### src/rtl/skeeball_pkg.sv
// Shared definitions for the skeeball hole encoder: hole indices, FSM states,
// and the index/one-hot and priority helper functions.
package skeeball_pkg;

   localparam int unsigned NUM_HOLES = 7;

   typedef logic [2:0]           hole_idx_t;
   typedef logic [NUM_HOLES-1:0] hole_vec_t;

   localparam hole_idx_t HOLE_0   = 3'd0;
   localparam hole_idx_t HOLE_10  = 3'd1;
   localparam hole_idx_t HOLE_20  = 3'd2;
   localparam hole_idx_t HOLE_30  = 3'd3;
   localparam hole_idx_t HOLE_40  = 3'd4;
   localparam hole_idx_t HOLE_50  = 3'd5;
   localparam hole_idx_t HOLE_100 = 3'd6;

   typedef enum logic [1:0] {
      ST_IDLE,
      ST_QUALIFY,
      ST_EMIT,
      ST_LOCKOUT
   } state_t;

   // Index of a hole to its one-hot points vector.
   function automatic hole_vec_t idx_to_onehot(input hole_idx_t idx);
      hole_vec_t v;
      v = '0;
      v[idx] = 1'b1;
      return v;
   endfunction

   // Highest set index wins; an all-zero vector returns the gutter index.
   function automatic hole_idx_t priority_idx(input hole_vec_t v);
      hole_idx_t idx;
      idx = HOLE_0;
      for (int unsigned i = 0; i < NUM_HOLES; i++) begin
         if (v[i]) idx = hole_idx_t'(i);
      end
      return idx;
   endfunction

endpackage

### src/rtl/skeeball_sync2.sv
// Parameterized-width two-flop synchronizer for asynchronous sensor inputs.
module skeeball_sync2 #(
   parameter int unsigned WIDTH = 1
) (
   input  logic             clk,
   input  logic             rst,
   input  logic [WIDTH-1:0] i_d,
   output logic [WIDTH-1:0] o_q
);

   logic [WIDTH-1:0] r_meta;
   logic [WIDTH-1:0] r_sync;

   // Two back-to-back flops; only r_sync is safe to use downstream.
   always_ff @(posedge clk) begin
      if (rst) begin
         r_meta <= '0;
         r_sync <= '0;
      end else begin
         r_meta <= i_d;
         r_sync <= r_meta;
      end
   end

   assign o_q = r_sync;

endmodule

### src/rtl/skeeball_hole_encoder.sv
// Skeeball hole encoder: synchronizes and debounces the seven beam-break
// sensors, resolves simultaneous hits by priority, emits a one-cycle one-hot
// points pulse per ball, then locks out until the sensors stay clear.
// Optional feature: define SKEEBALL_HIT_COUNT_EN to add the hit_count output.
module skeeball_hole_encoder #(
   parameter int unsigned DEBOUNCE_CYCLES = 16,
   parameter int unsigned LOCKOUT_CYCLES  = 1000
) (
   input  logic       clk,
   input  logic       rst,
   input  logic       arm,
   input  logic [6:0] raw_hole,
   output logic [6:0] points,
   output logic       hit_valid,
   output logic       busy
`ifdef SKEEBALL_HIT_COUNT_EN
   ,
   output logic [3:0] hit_count
`endif
);

   import skeeball_pkg::*;

   localparam int unsigned DW = $clog2(DEBOUNCE_CYCLES + 1);
   localparam int unsigned LW = $clog2(LOCKOUT_CYCLES + 1);
   localparam logic [DW-1:0] DCNT_MAX = DW'(DEBOUNCE_CYCLES);
   localparam logic [LW-1:0] LCNT_MAX = LW'(LOCKOUT_CYCLES);

   hole_vec_t   w_s;
   hole_idx_t   w_top;
   state_t      r_state,  w_state_nxt;
   hole_idx_t   r_cand,   w_cand_nxt;
   logic [DW-1:0] r_dcnt, w_dcnt_nxt;
   logic [LW-1:0] r_lcnt, w_lcnt_nxt;
   logic [LW-1:0] w_lcnt_inc;
   hole_vec_t   w_points_nxt;
   logic        w_busy_nxt;

   skeeball_sync2 #(
      .WIDTH(NUM_HOLES)
   ) u_sync (
      .clk (clk),
      .rst (rst),
      .i_d (raw_hole),
      .o_q (w_s)
   );

   assign w_top      = priority_idx(w_s);
   assign w_lcnt_inc = (r_lcnt == LCNT_MAX) ? LCNT_MAX : r_lcnt + 1'b1;

   // State register plus the candidate and counter datapath.
   always_ff @(posedge clk) begin
      if (rst) begin
         r_state <= ST_IDLE;
         r_cand  <= HOLE_0;
         r_dcnt  <= '0;
         r_lcnt  <= '0;
      end else begin
         r_state <= w_state_nxt;
         r_cand  <= w_cand_nxt;
         r_dcnt  <= w_dcnt_nxt;
         r_lcnt  <= w_lcnt_nxt;
      end
   end

   // Next-state logic: qualify, upgrade, emit and lockout decisions on w_s.
   always_comb begin
      w_state_nxt = r_state;
      w_cand_nxt  = r_cand;
      w_dcnt_nxt  = r_dcnt;
      w_lcnt_nxt  = r_lcnt;
      unique case (r_state)
         ST_IDLE: begin
            if (arm && (|w_s)) begin
               w_state_nxt = ST_QUALIFY;
               w_cand_nxt  = w_top;
               w_dcnt_nxt  = DW'(1);
            end
         end
         ST_QUALIFY: begin
            if (!arm || !w_s[r_cand]) begin
               w_state_nxt = ST_IDLE;
            end else if (w_top > r_cand) begin
               w_cand_nxt = w_top;
               w_dcnt_nxt = DW'(1);
            end else if (r_dcnt == DCNT_MAX) begin
               w_state_nxt = ST_EMIT;
            end else begin
               w_dcnt_nxt = r_dcnt + 1'b1;
            end
         end
         ST_EMIT: begin
            w_state_nxt = ST_LOCKOUT;
            w_lcnt_nxt  = '0;
         end
         ST_LOCKOUT: begin
            if (|w_s) begin
               w_lcnt_nxt = '0;
            end else begin
               w_lcnt_nxt = w_lcnt_inc;
               if (w_lcnt_inc == LCNT_MAX) w_state_nxt = ST_IDLE;
            end
         end
         default: begin
            w_state_nxt = ST_IDLE;
         end
      endcase
   end

   // Output decode from the upcoming state so the outputs can be registered
   // yet still line up with the state they describe.
   always_comb begin
      w_points_nxt = '0;
      if (w_state_nxt == ST_EMIT) w_points_nxt = idx_to_onehot(w_cand_nxt);
      w_busy_nxt = (w_state_nxt != ST_IDLE);
   end

   // Registered outputs.
   always_ff @(posedge clk) begin
      if (rst) begin
         points    <= '0;
         hit_valid <= 1'b0;
         busy      <= 1'b0;
      end else begin
         points    <= w_points_nxt;
         hit_valid <= |w_points_nxt;
         busy      <= w_busy_nxt;
      end
   end

`ifdef SKEEBALL_HIT_COUNT_EN
   logic [3:0] r_hit_count;

   // Saturating per-game hit counter, cleared while idle and disarmed.
   always_ff @(posedge clk) begin
      if (rst) begin
         r_hit_count <= '0;
      end else if (r_state == ST_IDLE && !arm) begin
         r_hit_count <= '0;
      end else if (r_state == ST_EMIT && r_hit_count != 4'd9) begin
         r_hit_count <= r_hit_count + 1'b1;
      end
   end

   assign hit_count = r_hit_count;
`endif

endmodule
### config.mk
export PLATFORM = sky130hd
export DESIGN_NAME = skeeball_hole_encoder
export DESIGN_NICKNAME = d
export VERILOG_FILES = /design/src/rtl/skeeball_pkg.sv /design/src/rtl/skeeball_sync2.sv /design/src/rtl/skeeball_hole_encoder.sv
export SDC_FILE = /design/constraint.sdc
export NUM_CORES = 1
export LEC_CHECK = 0
export BUFFER_PORTS_ARGS = -buffer_cell sky130_fd_sc_hd__buf_2
export CAP_MARGIN = 20
export CORE_MARGIN = 1.5
export CORE_UTILIZATION = 40
export CTS_CLUSTER_SIZE = 20
export DETAILED_ROUTE_END_ITERATION = 7
export SYNTH_ARGS = -nofsm -noshare
export SYNTH_HDL_FRONTEND = slang
export SYNTH_SLANG_ARGS = --single-unit
### constraint.sdc
create_clock -name clk -period 5.95 [get_ports clk]
set_input_delay 1.19 -clock clk [delete_from_list [all_inputs] [get_ports clk]]
set_output_delay 1.19 -clock clk [all_outputs]
set_load 0.05 [all_outputs]
---- Word-level counts from Yosys, hierarchy flattened ----
Index checks and enable logic that the tools add are counted.
operators by class
  $add $sub $neg .......................... 2
  magnitude comparators ................... 4
  equal/unequal tests ..................... 10
  muxes and demuxes ....................... 30
  reduce and logical (&&, ||, !) cells .... 12
operator list
  operator                 number
  $mux W3                  7
  $eq A10 B10 Y1 const B   2
  $mux W10                 2
  $mux W5                  4
  $pmux W10 S2             1
  $mux W2                  7
  $reduce_or A7 Y1         2
  $add A10 B1 Y10 const B  1
  $pmux W5 S2              1
  $lt A3 B4 Y1 const B     2
  $pmux W2 S4              1
  $mux W7                  1
  $eq A2 B2 Y1 const B     3
  $pmux W3 S2              1
  $reduce_bool A2 Y1       3
  $add A5 B1 Y5 const B    1
  $eq A5 B5 Y1 const B     1
  $ne A2 B2 Y1 const B     2
  $reduce_and A4 Y1        1
  $bmux W1 S3              1
  $demux W1 S3             1
  $ge A3 B1 Y1 const B     1
  $gt A3 B3 Y1             1
  $mux W1                  3
  6 further kinds          8
word-level totals
  flip-flop bits (word level) ............. 43
  bits of input ports ..................... 10
  output and inout bits ................... 9
  logic and storage cells ................. 67

---- Logic depth before layout (Yosys ltp) ----
  depth after elaboration ................. 16
  mapped depth ............................ 11
  gate-level depth less buffers ........... 11

---- Modules after synthesis ----
From an unflattened synthesis, not the netlist that was laid out.
unflattened totals
  cells, all modules ...................... 226
  area, all modules ....................... 2089.5 µm²
modules (own cells, without submodules)
  module                 times used  cells an instance  area each (µm²)  seq. area each (µm²)
  skeeball_hole_encoder  1           197                1681.6           580.6
  skeeball_sync2         1           29                 407.9            280.3

---- Worst setup path after synthesis ----
No wires, ideal clock.
  kind .................................... input-to-reg
  from .................................... in arm
  to ...................................... reg r_dcnt[3]
  library setup time ...................... 0.070 ns
  arrival ................................. 2.168 ns
  data required time ...................... 5.880 ns
  setup slack ............................. 3.712 ns
  stages on the path ...................... 5
  path buffers ............................ 0
  cell sequence ........................... and2_1 > and4_4 > a21oi_2 > or4_1 > a21oi_1
between the ends
  word-level cells in the longest chain between the ends .. 4
  elaborated cells between the ends (all ways) .. 6
  those cells by class .................... eq/ne: 2; reduce/logical: 4
RTL lines
  element                               RTL line                     RTL
  start: declaration                    skeeball_hole_encoder.sv:11  input logic arm,
  $logic_not A1 Y1                      skeeball_hole_encoder.sv:81  if (!arm || !w_s[r_cand]) begin
  $logic_or A1 B1 Y1                    skeeball_hole_encoder.sv:81
  $ne A2 B2 Y1 (no source line)         -
  $reduce_and A4 Y1 (no source line) *  -
  end signal: assignment                skeeball_hole_encoder.sv:61  r_dcnt <= w_dcnt_nxt;
  end: declaration                      skeeball_hole_encoder.sv:33  logic [DW-1:0] r_dcnt, w_dcnt_nxt;
Mark *: on every way between the ends. The rest lies on a longest branch, timed or not.
A chain may end at the register's enable or synchronous reset.

---- Worst setup path after layout ----
  from .................................... reg u_sync.r_sync[5], in the netlist u_sync.o_q[5]
  to ...................................... reg points[5]
between the ends
  word-level cells in the longest chain between the ends .. 11
  elaborated cells between the ends (all ways) .. 25
  those cells by class .................... order compare: 3; eq/ne: 1; mux: 16; reduce/logical: 5
RTL lines
  element                                                                    RTL line                                                  RTL
  start: declaration                                                         skeeball_sync2.sv:12                                      logic [WIDTH-1:0] r_sync;
  start signal: assignment                                                   skeeball_sync2.sv:21                                      r_sync <= r_meta;
  $mux W3 / $bmux W1 S3 (equally long branches)                              skeeball_pkg.sv:38, skeeball_hole_encoder.sv:81
  $mux W3 / $mux W1 (equally long branches)                                  skeeball_pkg.sv:38, skeeball_hole_encoder.sv:81
  $gt A3 B3 Y1 / $logic_not A1 Y1 (equally long branches)                    skeeball_hole_encoder.sv:83, skeeball_hole_encoder.sv:81
  $mux W3 / $logic_or A1 B1 Y1 (equally long branches)                       skeeball_hole_encoder.sv:83, skeeball_hole_encoder.sv:81
  $mux W3                                                                    skeeball_hole_encoder.sv:81
  $pmux W3 S2                                                                skeeball_hole_encoder.sv:72                               unique case (r_state)
  $lt A3 B4 Y1 (implied by the code) / $ge A3 B1 Y1 (equally long branches)  skeeball_pkg.sv:29                                        v[idx] = 1'b1;
  $logic_and A1 B1 Y1 (implied by the code)                                  skeeball_pkg.sv:29
  $mux W1 (implied by the code)                                              skeeball_pkg.sv:29
  $demux W1 S3                                                               skeeball_pkg.sv:29
  $mux W7 *                                                                  skeeball_hole_encoder.sv:114                              if (w_state_nxt == ST_EMIT) w_points_nxt = idx_to_onehot(w_cand_nxt);
  end signal: assignment                                                     skeeball_hole_encoder.sv:125                              points <= w_points_nxt;
  end: declaration                                                           skeeball_hole_encoder.sv:13                               output logic [6:0] points,
Mark *: on every way between the ends. The rest lies on a longest branch, timed or not. The select of a mux whose other input is x is not followed.

==> flow_summary.toml <==
[outcome]
status = "complete, no violations"

[routing]
finalWirelength_um = 4133
num_vias = 1707
drc = 0
detail_route.first_pass.iterations = 4
via_per_inst = 5.204
wire_per_inst_um = 12.60
final_antenna_net_count = 0
first_iter_violations = 102

[power_and_ir_drop]
clockPowerShare = 0.341
ir_drop_mv = 0.1135
p_int_mw = 0.4014
switchingPower_mw = 0.1458
seq_power_share = 0.557
p_per_area_nw_per_um2 = 240.9
swShare = 0.2664
power_leakage_nw = 0.8174
pwr-share-comb = 0.102

[place]
place.detailed.hpwl_um = 2865
dpl.cell_count = 320
io_buffers = 18
place_congestion = 0.8128
place_area_um2 = 2182

[global_routing]
grt_pass1_wl_um = 7141
grt_util_all_layers = 0.1650
overflow = 0
antenna_found_initial = 0
grt_max_degree = 34
grt_pass1_vias = 1587

[logic_synthesis]
syn_nets = 264
ys_async_sr_fraction = 0
synth_cell_type_count = 46
synth_edf_count = 0
synthFlopType = "dfxtp_1"
synthesis.instances = 247
ys_ff_latch = 43
yosys_warnings = 0
synth_area_per_cell_um2 = 8.399
syn_area_um2 = 2074
seq_area_frac_synth = 0.4150

[setup_path]
cp_slowest_cell = "or3_1"
cpPeakStageDelay_ns = 0.52
crit_family = "simple AND/OR/NAND/NOR gates"
cp_num_buf_inv = 1
cp-start-kind = "flip-flop"
r2r_cells = 7
worst-r2r-setup-slack_ns = 3.49
required_ns = 6.15
criticalPathCategory = "reg2reg"
cp-end-kind = "flip-flop"
r2r_end = "points[5]$_SDFF_PP0_"
r2r-start = "u_sync.o_q[5]$_SDFF_PP0_"
arrival_ns = 2.66
cp_cell_sequence = "nor3_1, inv_1, ha_1, o21ai_0, o21ai_2, or3_1, nor4_1"
cp_max_fo = 9

[clock_tree]
clk_path_buf_depth = 2
post-cts-setup-buffer-count = 0
postCtsHoldBufs = 0
path_clk_slew_ns = 0.08
cts_max_level = 2
root_buffer = "clkbuf_8"
numCtsBuffers = 5
cts.sinks = 43
cts_tree = "built"
post_cts_resized = 0
worstSkewPairLatency_ns = 0.30

[job]
drv_cap = 0

[sta]
fin_setup_tns_ns = 0
hold_viol = 0
tightest_slew_ns = 0.6614
slew_headroom = 0.5550
rsz0062_at_grt = "false"
fin_crit_ns = 2.459
setup_viol = 0
fin_worst_skew_ns = 0.006065
period_share = 0.4132
max_clock_freq_ghz = 0.4067
finalMaxSlewViolations = 0

[layout]
layout-drive-gt1-share = 0.1395
fill_cells = 508
stdcell_count = 328
final_cell_mix = "43 x dfxtp_1, 20 x nor2_1, 19 x nand2_1"
area_delta_synth_final_pct = 9.469
register_area_um2 = 860.8
multi_input_area_um2 = 1095
final_common_cell = "dfxtp_1"
final_area_um2 = 2271
fin_util = 0.4504
nNetsFinal = 274
num_antenna_cells = 0

[floorplan]
coreArea_um2 = 5042
io_pins = 19
start_util = 0.4114
dieArea_um2 = 5627
die_h_um = 75.02
rows = 26
die_w_um = 75.02

[hold_path]
hp-start = "u_sync.r_meta[1]$_SDFF_PP0_"
worstHoldPathCells = 1
min_to = "u_sync.o_q[1]$_SDFF_PP0_"
hold_class = "reg2reg"
## area by class of cell
type / count / share of cell area
clock buffers: 5 / 0.03030
clock inverters: 3 / 0.008815
inverters: 13 / 0.02149
multi-input cells: 176 / 0.4821
flip-flops and latches: 43 / 0.3791
well taps: 70 / 0.03857
repair buffers: 18 / 0.03967
## power groups by stage
stage          combinational, mW  sequential [mW]  clock, mW
2_1_floorplan             0.0465            0.308          0
3_3_place_gp              0.0553            0.311          0
3_5_place_dp              0.0558            0.312          0
4_1_cts                   0.0560            0.305      0.192
5_1_grt                   0.0632            0.306      0.203
6_report                  0.0556            0.305      0.187
## routing by layer
metal  global-route usage  share of wire  vias to the layer above
li1                     -              -                      899
met1               0.2242           0.50                      773
met2               0.2537           0.45                       27
met3              0.04016          0.038                        8
met4              0.06263          0.014                        0
met5                    0              0                        -
## logic make-up after synthesis
kind of cell | synth area share
adder cells (fa/ha/maj) | 0.04222
multiplexers | 0.02895
flip-flops | 0.4150
AO/OA/AOI/OAI | 0.1622
XOR/XNOR | 0.004223
buffers and inverters | 0.05729
AND/OR/NAND/NOR | 0.2901
## state kept, by name, summed over array words and instances, names as in the netlist
name and count:
hit_valid 1, u_sync.o_q 7, busy 1, r_cand 3, u_sync.r_meta 7, points 7, r_dcnt 5, r_lcnt 10
r_state 2
## cells in the mapped netlist, types with 2 or more instances
cell / instances / area [um2]
nor2_1: 20 / 75.07
nor2b_1: 16 / 100.1
or3_1: 2 / 12.51
or2_2: 2 / 12.51
nand4_1: 3 / 18.77
nand2b_1: 5 / 31.28
a31oi_1: 2 / 12.51
clkbuf_1: 9 / 33.78
dfxtp_1: 43 / 860.8
o31ai_1: 4 / 30.03
a311oi_1: 3 / 26.28
nor3_1: 9 / 45.04
mux2i_1: 6 / 60.06
and2_1: 2 / 12.51
o211ai_1: 2 / 15.01
a21oi_2: 2 / 17.52
and3_1: 2 / 12.51
inv_1: 12 / 45.04
nand2_1: 19 / 71.32
or4_1: 3 / 22.52
and4_1: 2 / 17.52
buf_2: 4 / 20.02
o21ai_0: 9 / 45.04
ha_1: 7 / 87.58
a21oi_1: 14 / 70.07
o21ai_1: 2 / 10.01
nand3_1: 14 / 70.07
a211oi_1: 4 / 30.03
nor4_1: 8 / 50.05
## how the worst max path moves through the flow
| stage | from | slack, ns | cells past startpoint | end |
|---|---|---|---|---|
| final | u_sync.o_q[5]$_SDFF_PP0_ | 3.49 | 7 | points[5]$_SDFF_PP0_ |
| after global routing | u_sync.o_q[6]$_SDFF_PP0_ | 3.19 | 7 | points[5]$_SDFF_PP0_ |
| after CTS | u_sync.o_q[5]$_SDFF_PP0_ | 3.45 | 7 | points[5]$_SDFF_PP0_ |
| after detailed placement | u_sync.o_q[5]$_SDFF_PP0_ | 3.48 | 7 | points[5]$_SDFF_PP0_ |
| after global placement | rst | 3.52 | 3 | points[4]$_SDFF_PP0_ |
| after floorplan | arm | 3.71 | 5 | r_dcnt[3]$_SDFFE_PP0P_ |
## stage by stage
stage               hold WS, ns  power (mW)  worst slack, ns
floorplan                0.4138      0.3549            3.712
global placement         0.4164      0.3667            3.516
detailed placement       0.4227      0.3674            3.479
CTS                      0.4433      0.5524            3.453
global route             0.4602      0.5727            3.188
finish                   0.4386      0.5471            3.491
(Power assumes the default switching activity.)
